**src/rtl/deser_pkg.sv**
```systemverilog
// Shared constants and state encoding for the serial-link deserializer.
package deser_pkg;

    localparam int DESER_DATA_W = 16;
    localparam int DESER_LEN_W  = $clog2(DESER_DATA_W) + 1;
    // Shortest burst the serializer ever produces.
    localparam int MIN_LEN      = 3;

    typedef enum logic {IDLE, COLLECT} deser_state_t;

endpackage

```
**src/rtl/deserializer.sv**
```systemverilog
// Rebuilds left-aligned parallel words from an MSB-first, valid-framed bit stream; 1 pulse per burst.
// Optional macro DESER_MINLEN_CHK_EN adds deser_err_o, flagging bursts shorter than MIN_LEN.
module deserializer
    import deser_pkg::*;
#(
    parameter  int DATA_W = DESER_DATA_W,
    localparam int LEN_W  = $clog2(DATA_W) + 1
) (
    input  logic              clk_i,
    input  logic              srst_i,
    input  logic              data_i,
    input  logic              data_val_i,
    output logic [DATA_W-1:0] deser_data_o,
    output logic [LEN_W-1:0]  deser_len_o,
    output logic              deser_data_val_o
`ifdef DESER_MINLEN_CHK_EN
    ,
    output logic              deser_err_o
`endif
);

    localparam logic [DATA_W-1:0] MSB_MASK = {1'b1, {(DATA_W-1){1'b0}}};

    deser_state_t      state_q;
    logic [DATA_W-1:0] shreg_q, shreg_d;
    logic [LEN_W-1:0]  cnt_q, cnt_d;
    logic [DATA_W-1:0] data_q, emit_data_d;
    logic [LEN_W-1:0]  len_q, emit_len_d;
    logic              vld_q;
    logic              full_d;

    // The shift register is zero between words, so inserting a bit is an OR at position cnt_q.
    always_comb begin
        shreg_d     = shreg_q | (data_i ? (MSB_MASK >> cnt_q) : '0);
        cnt_d       = cnt_q + LEN_W'(1);
        full_d      = (cnt_d == LEN_W'(DATA_W));
        emit_data_d = data_val_i ? shreg_d : shreg_q;
        emit_len_d  = data_val_i ? cnt_d : cnt_q;
    end

`ifdef DESER_MINLEN_CHK_EN
    logic err_q;
`endif

    always_ff @(posedge clk_i) begin
        if (srst_i) begin
            state_q <= IDLE;
            shreg_q <= '0;
            cnt_q   <= '0;
            data_q  <= '0;
            len_q   <= '0;
            vld_q   <= 1'b0;
`ifdef DESER_MINLEN_CHK_EN
            err_q   <= 1'b0;
`endif
        end else begin
            vld_q <= 1'b0;
`ifdef DESER_MINLEN_CHK_EN
            err_q <= 1'b0;
`endif
            case (state_q)
                IDLE: begin
                    if (data_val_i) begin
                        shreg_q <= shreg_d;
                        cnt_q   <= cnt_d;
                        state_q <= COLLECT;
                    end
                end
                COLLECT: begin
                    if (data_val_i && !full_d) begin
                        shreg_q <= shreg_d;
                        cnt_q   <= cnt_d;
                    end else begin
                        // Either the burst ended or the word filled up; a full word
                        // includes the bit arriving this cycle.
                        data_q  <= emit_data_d;
                        len_q   <= emit_len_d;
                        vld_q   <= 1'b1;
`ifdef DESER_MINLEN_CHK_EN
                        err_q   <= (emit_len_d < LEN_W'(MIN_LEN));
`endif
                        shreg_q <= '0;
                        cnt_q   <= '0;
                        state_q <= IDLE;
                    end
                end
                default: state_q <= IDLE;
            endcase
        end
    end

    assign deser_data_o     = data_q;
    assign deser_len_o      = len_q;
    assign deser_data_val_o = vld_q;
`ifdef DESER_MINLEN_CHK_EN
    assign deser_err_o      = err_q;
`endif

endmodule
```
**config.mk**
```make
export PLATFORM = sky130hd
export DESIGN_NAME = deserializer
export DESIGN_NICKNAME = d
export VERILOG_FILES = /design/src/rtl/deser_pkg.sv /design/src/rtl/deserializer.sv
export SDC_FILE = /design/constraint.sdc
export NUM_CORES = 1
export LEC_CHECK = 0
export BUFFER_PORTS_ARGS = -buffer_cell sky130_fd_sc_hd__buf_2
export CORE_MARGIN = 2
export CORE_UTILIZATION = 59
export DETAILED_ROUTE_END_ITERATION = 8
export PLACE_DENSITY = 0.78
export SYNTH_ARGS = -nofsm -noshare
export SYNTH_HDL_FRONTEND = slang
export SYNTH_SLANG_ARGS = --single-unit
```
**constraint.sdc**
```tcl
create_clock -name clk_i -period 4.1 [get_ports clk_i]
set_clock_uncertainty 0.15 [all_clocks]
set_input_delay 0.41 -clock clk_i [delete_from_list [all_inputs] [get_ports clk_i]]
set_output_delay 0.41 -clock clk_i [all_outputs]
set_load 0.03 [all_outputs]
```
; ---- Yosys cells after proc, flatten, opt, wreduce, memory -nomap -nowiden
; Cells that the tools add are included.
; W data, S select, Z words.
[classes]
add_sub_neg = 1
n_mul = 0
div = 0
magnitude_cmp = 0
n_eq_ne = 1
shift = 1
mux = 11
bitwise = 3
n_reduce_logical = 4
[op_table]
columns = cell, count
row1 = $mux W16, 3
row2 = $pmux W16 S2, 1
row3 = $or A16 B16 Y16, 1
row4 = $shr A16 B5 Y16 const A, 1
row5 = $mux W5, 2
row6 = $pmux W5 S2, 1
row7 = $add A5 B1 Y5 const B, 1
row8 = $eq A5 B5 Y1 const B, 1
row9 = $mux W1, 3
row10 = $not A1 Y1, 2
row11 = $pmux W1 S2, 1
row12 = $reduce_and A2 Y1, 1
row13 = $reduce_or A2 Y1, 1
row14 = $logic_and A1 B1 Y1, 1
row15 = $logic_not A1 Y1, 1
[totals]
regBits = 44
latchBits = 0
ram_bits = 0
mem_bits_ro = 0
in_bits = 4
out_inout_bits = 22
elab_cells = 27
memories = 0

; ---- Depth between registers and ports, before layout
; Gate-level depths: netlist of the first run.
[depth]
ltp_word = 6
mapped_depth = 6
ltp_nobuf = 5

; ---- Worst setup path before layout of the first run
; OpenSTA, ideal clock, no wires.
[synth_path]
kind = register to register
start = register cnt_q[0]
end = register len_q[3] (netlist: deser_len_o[3])
setup_time_ns = 0.117
arrival_time_ns = 1.429
required_time_ns = 3.833
path_slack_ns = 2.404
stages_incl_launch_ff = 6
path_buffers = 1
synth_period_minus_slack_ns = 1.696
cell_sequence = dfxtp_1 ha_1 nand3_1 o21a_1 buf_6 a22o_1
[synth_via]
elab_chain_cells = 6
elab_cells_between_ends = 7
cone_classes = add/sub (1) / eq/ne (1) / mux (1) / bitwise (1) / reduce/logical (3)
[synth_lines]
columns = item, line_no
row1 = start: declaration, deserializer.sv:26  ; logic [LEN_W-1:0] cnt_q, cnt_d;
row2 = start signal: assignment, deserializer.sv:65  ; cnt_q <= cnt_d;
row3 = start signal: assignment, deserializer.sv:72  ; cnt_q <= cnt_d;
row4 = $add A5 B1 Y5 *, deserializer.sv:35  ; cnt_d = cnt_q + LEN_W'(1);
row5 = $eq A5 B5 Y1, deserializer.sv:36  ; full_d = (cnt_d == LEN_W'(DATA_W));
row6 = $logic_not A1 Y1, deserializer.sv:70  ; if (data_val_i && !full_d) begin
row7 = $logic_and A1 B1 Y1, deserializer.sv:70
row8 = $not A1 Y1 (no line), n/a
row9 = $reduce_and A2 Y1 (no line), n/a
row10 = end signal: assignment, deserializer.sv:77  ; len_q <= emit_len_d;
row11 = end: declaration, deserializer.sv:28  ; logic [LEN_W-1:0] len_q, emit_len_d;
; Mark *: on every way between the ends. The rest lies on a longest branch, timed or not.
; A chain may end at the register's enable or synchronous reset.

; ---- Worst setup path after layout of the first run
; Same ends and word-level chain as after synthesis.

==> results.ini, run 1 <==
[floorplanning]
core_area_um2 = 2781
fp.dieArea_um2 = 3389
rows = 19
initial_core_util = 0.6235
chipHeight_um = 58.22
io_pins = 26
die_x_um = 58.22

[final_layout]
regArea_um2 = 880.8
drive_above_1_share = 0.1691
diodes = 0
nNetsFinal = 215
n_fill_cell = 224
syn_to_final_growth_pct = 9.813
final_util = 0.6847
multi_input_area_um2 = 778.2

[synthesis]
synthesis.area_um2 = 1734
synth.distinct_cells = 35
avgSynthCellArea_um2 = 9.374
synth_common_cells = dfxtp_1, a21oi_1, nor2_1, o2bb2ai_1, buf_2
synth_top_cell_by_area = dfxtp_1
ys_seq_area_frac = 0.5079
synthFlopType = dfxtp_1
synth_top_area_frac = 0.5079
synth-seq-cells = 44
async_flop_share = 0
syn_nets = 194
ys_top_cells_by_area = dfxtp_1, a21oi_1, o2bb2ai_1, nor2_1, ha_1
synthCells = 185
synth_most_common_cell = dfxtp_1
synth-edff-count = 0
yosys_warnings = 0

[clock_tree]
cts_setup_buffers = 0
clkTransAtPathRegs_ns = 0.12
cts_htree_levels = 2
ctsResizeCount = 0
cts_max_path_buffers = 2
clk_latency_ns = 0.35
cts_root_buffer = clkbuf_4
cts_buffers = 5
ctsHoldBuffers = 0
cts_tree = done
clkSinkCount = 44

[hold_path]
min_path_type = primary input to register
holdPathStages = 2

[pwr]
clockPowerShare = 0.300
p_sw_frac = 0.2398
pwr-share-seq = 0.627
power.internal_uw = 532.4
cellPowerDensity_nw_per_um2 = 367.8
ir_drop_v = 0.0003151
p_comb_frac = 0.072
finalPower_uw = 700.4
p_leak_nw = 0.7446
p_switching_uw = 168.0

[worst_setup_path]
crit_path_start_kind = register
path_max_fanout = 20
worstPathCellList = ha_1 > nand3_1 > o21a_1 > a22o_1
path_depth = 4
slowest_stage = o21a_1
reg2regPathDepth = 4
max_stage_delay_ns = 0.53
required_ns = 4.20
criticalPathCategory = register to register
end_kind = register
cp.arrival_ns = 2.25
cp.buffers_inverters = 0
crit_family = compound AO/OA/AOI/OAI gates

[drt]
postRouteWirelength_mm = 3.478
routedWlPerCell_um = 14.61
drtPass1Iterations = 4
drtIter0Drc = 60
ant_nets = 0
drc = 0
via_per_inst = 5.899
vias = 1404

[grt]
antenna_found_initial = 0
grt_use_total = 0.2274
grt_pass1_wl_mm = 5.844
grt-ovfl-total = 0
grt_max_degree = 21
grt_pass1_vias = 1307

[timing]
rsz0062_at_grt = no
finalHoldViolations = 0
fin_hold_ws_ns = 0.1407
fmax_mhz = 466.1
slew_viol_final = 0
finalSetupTns_ns = 0
slew_headroom = 0.4837
report.final.setup_viol = 0
fin_crit_sh = 0.5233
tightest_slew_ns = 0.7745
min_period_ns = 2.146

[run]
drv_cap = 0

[placement]
place_hpwl_mm = 2.384
place_congestion = 0.8499
io_buffers = 25

[status]
status = completed

## through the flow
step	instances	setup slack (ns)	cell area [µm²]
floorplan	185	2.404	1734
global placement	230	2.104	1846
detailed placement	230	1.999	1846
finish	238	1.954	1904
CTS	238	1.972	1904
global route	238	1.771	1904
## final timing paths
check | start | endpoint | slack [ns]
min | srst_i | deser_len_o[2] | 0.14
max | cnt_q[0] | deser_len_o[3] | 1.95
max reg2reg | cnt_q[0] | deser_len_o[3] | 1.95
min reg2reg | deser_data_o[13] | deser_data_o[13] | 0.32
## layout by cell type (no fill, tap or decap), drive strengths merged, types with 3 or more instances in the layout
cell and instances:
a21oi 36, buf 26, clkbuf 8, dfxtp 44
ha 5, inv 4, nand2 5, nand2b 3
nor2 25, nor3 5, o21ai 4, o2bb2ai 19
## kinds of logic after synthesis
logic type,after synthesis,share of synthesized area
flip-flops,44,0.5079
AO/OA/AOI/OAI,67,0.2583
buffers and inverters,16,0.04328
adder cells (fa/ha/maj),5,0.03608
multiplexers,1,0.005772
XOR/XNOR,3,0.01515
AND/OR/NAND/NOR,49,0.1335
## power groups by stage
stage	clock (mW)	combinational, mW	sequential, mW
6_report	0.210	0.0506	0.439
5_1_grt	0.230	0.0558	0.441
4_1_cts	0.216	0.0504	0.439
3_5_place_dp	0	0.0500	0.449
3_3_place_gp	0	0.0496	0.448
2_1_floorplan	0	0.0356	0.450
## sequential cells by signal (all words and copies together) (netlist names)
register	count
deser_data_val_o	1
cnt_q	5
deser_len_o	5
state_q	1
shreg_q	16
deser_data_o	16
## routing by layer
layer,up-vias,part of all wire,GRT usage
met4,0,0.029,0.1196
met5,-,0,0
met1,658,0.45,0.2894
li1,700,-,-
met2,33,0.48,0.3620
met3,13,0.043,0.04911
## area by class of cell
type                    instances  area share
clock buffers                   8     0.03088
inverters                       4    0.007884
multi-input cells             125      0.4087
flip-flops and latches         44      0.4625
well taps                      31     0.02037
repair buffers                 26     0.06964
(Power assumes the default switching activity.)
==> run 2, diff against run 1 <==
--- a/config.mk
+++ b/config.mk
@@ -5,11 +5,12 @@
 export SDC_FILE = /design/constraint.sdc
 export NUM_CORES = 1
 export LEC_CHECK = 0
+export ABC_AREA = 1
 export BUFFER_PORTS_ARGS = -buffer_cell sky130_fd_sc_hd__buf_2
 export CORE_MARGIN = 2
-export CORE_UTILIZATION = 59
+export CORE_UTILIZATION = 57
 export DETAILED_ROUTE_END_ITERATION = 8
-export PLACE_DENSITY = 0.78
+export PLACE_DENSITY = 0.75
 export SYNTH_ARGS = -nofsm -noshare
 export SYNTH_HDL_FRONTEND = slang
 export SYNTH_SLANG_ARGS = --single-unit
==> constraint.sdc (replaced) <==
create_clock -name clk_i -period 2.1 [get_ports clk_i]
set_clock_uncertainty 0.15 [all_clocks]
set_input_delay 0.21 -clock clk_i [delete_from_list [all_inputs] [get_ports clk_i]]
set_output_delay 0.21 -clock clk_i [all_outputs]
set_load 0.03 [all_outputs]
==> results.ini, run 2 <==
[placement]
post-place-ws_ns = 0.2453  ; -1.754 ns
io_buffers = 25  ; unchanged
placed_area_um2 = 2207  ; +20%
place_congestion = 0.9107  ; +7.2%
place_hpwl_mm = 3.201  ; +34%

[grt]
grt_pass1_vias = 1684  ; +29%
antenna_found_initial = 0  ; unchanged
grt_max_degree = 24  ; +14%
grt_use_total = 0.2442  ; +0.01679
grt_pass1_wl_mm = 7.859  ; +34%
grt-ovfl-total = 0  ; unchanged

[timing]
slew_headroom = 0.6998  ; +0.2161
tightest_slew_ns = 0.4498  ; -0.3247 ns
slew_viol_final = 0  ; unchanged
fin_ws_ns = 0.2146  ; -1.740 ns
min_period_ns = 1.885  ; -0.2602 ns
finalHoldViolations = 0  ; unchanged
rsz0062_at_grt = no
fmax_mhz = 530.4  ; +14%
fin_hold_ws_ns = 0.005703  ; -0.1350 ns
fin_crit_sh = 0.8978  ; +0.3745
finalSetupTns_ns = 0  ; unchanged
report.final.setup_viol = 0  ; unchanged

[worst_setup_path]
r2r-start = cnt_q[1]
cp.arrival_ns = 1.97  ; -0.28 ns
end_kind = register
required_ns = 2.19  ; -2.01 ns
startpoint = cnt_q[1]
path_max_fanout = 23  ; +15%
criticalPathCategory = register to register
crit_path_start_kind = register

[synthesis]
synth_xor_area_frac = 0.004199  ; -0.01095
synthCells = 282  ; +52%
synth-seq-cells = 44  ; unchanged
synthAdderAreaFrac = 0.02999  ; -0.006081
synthMuxAreaShare = 0  ; -0.005772
ys_seq_area_frac = 0.4223  ; -0.08562
ys_top_cells_by_area = dfxtp_1, nand2_1, nand3_1, o21ai_0, nor2_1
synth_top_family_by_area = simple AND/OR/NAND/NOR gates
synth_top_area_frac = 0.4223  ; -0.08562
synthFlopType = dfxtp_1
yosys_warnings = 0  ; unchanged
synth_most_common_cell = nand2_1
synth_top_cell_by_area = dfxtp_1
syn_nets = 291  ; +50%
synthSimpleGateAreaFrac = 0.3623  ; +0.2288
synth-edff-count = 0  ; unchanged
avgSynthCellArea_um2 = 7.396  ; -21%
synth_common_cells = nand2_1, dfxtp_1, nor2_1, nand3_1, o21ai_0
async_flop_share = 0  ; unchanged
synthesis.area_um2 = 2086  ; +20%
synth_compound_area_frac = 0.09058  ; -0.1677
synth.distinct_cells = 24  ; -31%

[drt]
via_per_inst = 5.171  ; -12%
routedWlPerCell_um = 12.92  ; -12%
drtIter0Drc = 129  ; +110%
vias = 1815  ; +29%
postRouteWirelength_mm = 4.534  ; +30%
ant_nets = 0  ; unchanged
drtPass1Iterations = 4  ; unchanged
drc = 0  ; unchanged

[clock_tree]
cts_setup_buffers = 0  ; unchanged
ctsResizeCount = 0  ; unchanged
cts_max_path_buffers = 2  ; unchanged
clk_latency_ns = 0.34  ; about the same
clkSinkCount = 44  ; unchanged
ctsHoldBuffers = 0  ; unchanged
cts_buffers = 5  ; unchanged
clkTransAtPathRegs_ns = 0.13  ; about the same
cts_root_buffer = clkbuf_4
cts_tree = done
cts_htree_levels = 2  ; unchanged

[final_layout]
n_fill_cell = 316  ; +41%
final_area_um2 = 2283  ; +20%
nNetsFinal = 313  ; +46%
syn_to_final_growth_pct = 9.478
diodes = 0  ; unchanged
layout_commonest_cell = nand2_1
final_cell_mix = nand2_1, dfxtp_1, nor2_1, nand3_1, o21ai_0
drive_above_1_share = 0.1803  ; +0.01125
regArea_um2 = 880.8  ; unchanged
multi_input_area_um2 = 1016  ; +31%

[run]
drv_cap = 0  ; unchanged

[hold_path]
min_path_type = primary input to register
holdCritStartpoint = srst_i

[floorplanning]
rows = 21  ; +2
core_area_um2 = 3416  ; +23%
io_pins = 26  ; unchanged
fp.dieArea_um2 = 4159  ; +23%
die_x_um = 64.49  ; +11%
chipHeight_um = 64.49  ; +11%
initial_core_util = 0.6106  ; -0.01286

[status]
status = completed

[pwr]
cellPowerDensity_nw_per_um2 = 668.1  ; +82%
p_leak_nw = 1.058  ; +42%
finalPower_mw = 1.526  ; +120%
ir_drop_v = 0.0006271  ; +99%

## run 2: cell types whose count changed in the layout (fill, tap and decap cells not counted), moves of 12 or more
| cell | change |
|---|---|
| nand4_1 | +12 |
| inv_1 | +20 |
| nor2_1 | +12 |
| nand3_1 | +32 |
| a21oi_1 | -33 |
| o2bb2ai_1 | -19 |
| o21ai_0 | +27 |
| nand2_1 | +51 |
## run 2: per-stage QoR
stage,util,std cells
2_1_floorplan,-,282
3_3_place_gp,0.6462,343
3_5_place_dp,0.6462,343
4_1_cts,0.6685,351
5_1_grt,0.6685,351
6_report,0.6685,351
## run 2: metal layers
metal / wire (µm) / GRT usage / vias to the layer above
met2: 2125 / 0.3958 / 61
met4: 24 / 0.05585 / 0
li1: - / - / 965
met3: 330 / 0.05208 / 2
met1: 2053 / 0.3352 / 787
met5: 0 / 0 / -
## run 2: logic make-up after synthesis
group	Yosys count
xor+xnor	1
fa+ha+maj	5
compound gates	36
buf+inv	39
flops	44
simple gates	157
## run 2: final timing paths
path,cells past startpoint,slack (ns),end
worst max-delay path,8,0.21,shreg_q[15]
worst min-delay path,2,0.006,deser_data_val_o
worst max register to register,8,0.21,shreg_q[15]
worst min register to register,2,0.32,deser_len_o[4]
## run 2: worst max-delay path: stages, from the launching register on
cell     delay [ns]
dfxtp_1        0.47
ha_1           0.26
nand4_1        0.12
nand2_2        0.13
nand3_4        0.10
nand2_4        0.15
nand2_8        0.15
nand2_8        0.18
nor2_1         0.06
## run 2: power by group
part           switching (mW)  total [mW]  internal (mW)
combinational           0.117       0.160         0.0436
sequential            0.00921       0.856          0.847
clock                   0.260       0.510          0.250
## run 2: layout make-up
| type | count | share of cell area |
|---|---|---|
| multi-input cells | 199 | 0.4449 |
| inverters | 24 | 0.03945 |
| flip-flops and latches | 44 | 0.3858 |
| well taps | 46 | 0.02521 |
| clock inverters | 2 | 0.01534 |
| repair buffers | 30 | 0.07123 |
| clock buffers | 6 | 0.01808 |
==> run 3, diff against run 2 <==
--- a/config.mk
+++ b/config.mk
@@ -11,6 +11,7 @@
 export CORE_UTILIZATION = 57
 export DETAILED_ROUTE_END_ITERATION = 8
 export PLACE_DENSITY = 0.75
+export RECOVER_POWER = 25
 export SYNTH_ARGS = -nofsm -noshare
 export SYNTH_HDL_FRONTEND = slang
 export SYNTH_SLANG_ARGS = --single-unit
==> results.ini, run 3 (synthesis results as in run 2) <==
[worst_setup_path]
end_kind = register
r2r-start = cnt_q[1]
required_ns = 2.19  ; about the same
crit_top_cell = nand2_8
crit_path_start_kind = register
cp.arrival_ns = 1.98  ; about the same
worstPathCellList = ha_1 > nand4_1 > nand2_2 > nand3_4 > nand2_4 > nand2_8 > nand2_8 > nor2_1
startpoint = cnt_q[1]
cp.buffers_inverters = 0  ; unchanged
slowest_stage = dfxtp_1
max_stage_delay_ns = 0.48  ; about the same
path_max_fanout = 23  ; unchanged
crit_family = simple AND/OR/NAND/NOR gates
criticalPathCategory = register to register

[clock_tree]
cts_tree = done
cts_setup_buffers = 0  ; unchanged
ctsResizeCount = 0  ; unchanged
cts_max_path_buffers = 2  ; unchanged
cts_buffers = 5  ; unchanged
cts_htree_levels = 2  ; unchanged
clk_latency_ns = 0.34  ; about the same
clkSinkCount = 44  ; unchanged
ctsHoldBuffers = 0  ; unchanged
clkTransAtPathRegs_ns = 0.13  ; about the same
cts_root_buffer = clkbuf_4

[grt]
grt_max_degree = 24  ; unchanged
antenna_found_initial = 0  ; unchanged
grt_pass1_wl_mm = 7.859  ; unchanged
grt_use_total = 0.2442  ; unchanged
grt-ovfl-total = 0  ; unchanged
grt_pass1_vias = 1684  ; unchanged

[timing]
finalHoldViolations = 0  ; unchanged
tightest_slew_ns = 0.4423  ; -0.007489 ns
slew_viol_final = 0  ; unchanged
fmax_mhz = 529.0  ; -0.26%
report.final.setup_viol = 0  ; unchanged
fin_crit_sh = 0.9001  ; +0.002350
fin_hold_ws_ns = 0.009823  ; +0.004120 ns
rsz0062_at_grt = no
slew_headroom = 0.7048  ; +0.004998
finalSetupTns_ns = 0  ; unchanged
min_period_ns = 1.890  ; +0.004935 ns

[placement]
placed_area_um2 = 2207  ; unchanged
place_congestion = 0.9107  ; unchanged
place_hpwl_mm = 3.201  ; unchanged
placed_cells = 343  ; unchanged
io_buffers = 25  ; unchanged

[final_layout]
final_area_um2 = 2263  ; -0.88%
final_util = 0.6626  ; -0.005861
layout_commonest_cell = nand2_1
syn_to_final_growth_pct = 8.518
drive_above_1_share = 0.1279  ; -0.05246
n_fill_cell = 327  ; +3.5%
final_cell_mix = nand2_1, dfxtp_1, nor2_1, nand3_1, o21ai_0
diodes = 0  ; unchanged
nNetsFinal = 313  ; unchanged
fin_cells = 351  ; unchanged

[drt]
ant_nets = 0  ; unchanged
via_per_inst = 5.225  ; +1.0%
routedWlPerCell_um = 13.11  ; +1.5%
drtPass1Iterations = 5  ; +1
drc = 0  ; unchanged
postRouteWirelength_mm = 4.601  ; +1.5%
drtIter0Drc = 111  ; -14%
vias = 1834  ; +1.0%

[pwr]
ir_drop_v = 0.0006289  ; +0.29%
cellPowerDensity_nw_per_um2 = 675.1  ; +1.1%
p_leak_nw = 0.9879  ; -6.6%

[status]
status = completed

[floorplanning]
initial_core_util = 0.6106  ; unchanged
chipHeight_um = 64.49  ; unchanged
rows = 21  ; unchanged
die_x_um = 64.49  ; unchanged
io_pins = 26  ; unchanged
fp.dieArea_um2 = 4159  ; unchanged
core_area_um2 = 3416  ; unchanged

[hold_path]
holdCritStartpoint = srst_i
min_path_type = primary input to register

[run]
drv_cap = 0  ; unchanged

==> run 3: changes by cell type in the layout (fill, tap and decap cells not counted), sizes merged <==
cell,delta
buf,-16
clkbuf,+16
==> run 3: worst paths after layout <==
path	endpoint	slack, ns	cells after the start
setup / recovery	shreg_q[15]	0.21	8
hold / removal	deser_data_val_o	0.01	2
setup reg to reg	shreg_q[15]	0.21	8
hold reg to reg	deser_len_o[4]	0.32	2
==> run 3: power breakdown <==
| part | total (mW) | internal [mW] | switching, mW |
|---|---|---|---|
| Combinational | 0.160 | 0.0430 | 0.117 |
| Clock | 0.512 | 0.250 | 0.262 |
| Sequential | 0.856 | 0.847 | 0.00931 |
==> run 3: final cells by class <==
type	instances	area (µm²)	area share
Clock buffer	6	41.29	0.01824
Clock inverter	2	35.03	0.01548
Timing Repair Buffer	30	142.6	0.06302
Sequential cell	44	880.8	0.3892
Tap cell	46	57.56	0.02543
Inverter	24	90.09	0.03980
Multi-Input combinational cell	199	1016	0.4489
==> run 3: layer usage <==
layer,vias up,global-route usage,routed length (µm)
li1,970,-,-
met1,807,0.3352,2167
met2,53,0.3958,2158
met3,4,0.05208,246
met4,0,0.05585,28
met5,-,0,0
==> run 3: through the flow <==
step / setup WS [ns] / power, mW
after floorplan: 0.4444 / 0.9982
after global placement: 0.3299 / 1.031
after CTS: 0.2141 / 1.536
final: 0.2097 / 1.528
after detailed placement: 0.2453 / 1.034
after global routing: 0.06310 / 1.595
==> run 3: worst reg2reg max path, cell delays in order (launching register included) <==
cell     delay [ns]
dfxtp_1        0.48
ha_1           0.26
nand4_1        0.12
nand2_2        0.13
nand3_4        0.10
nand2_4        0.15
nand2_8        0.15
nand2_8        0.19
nor2_1         0.06
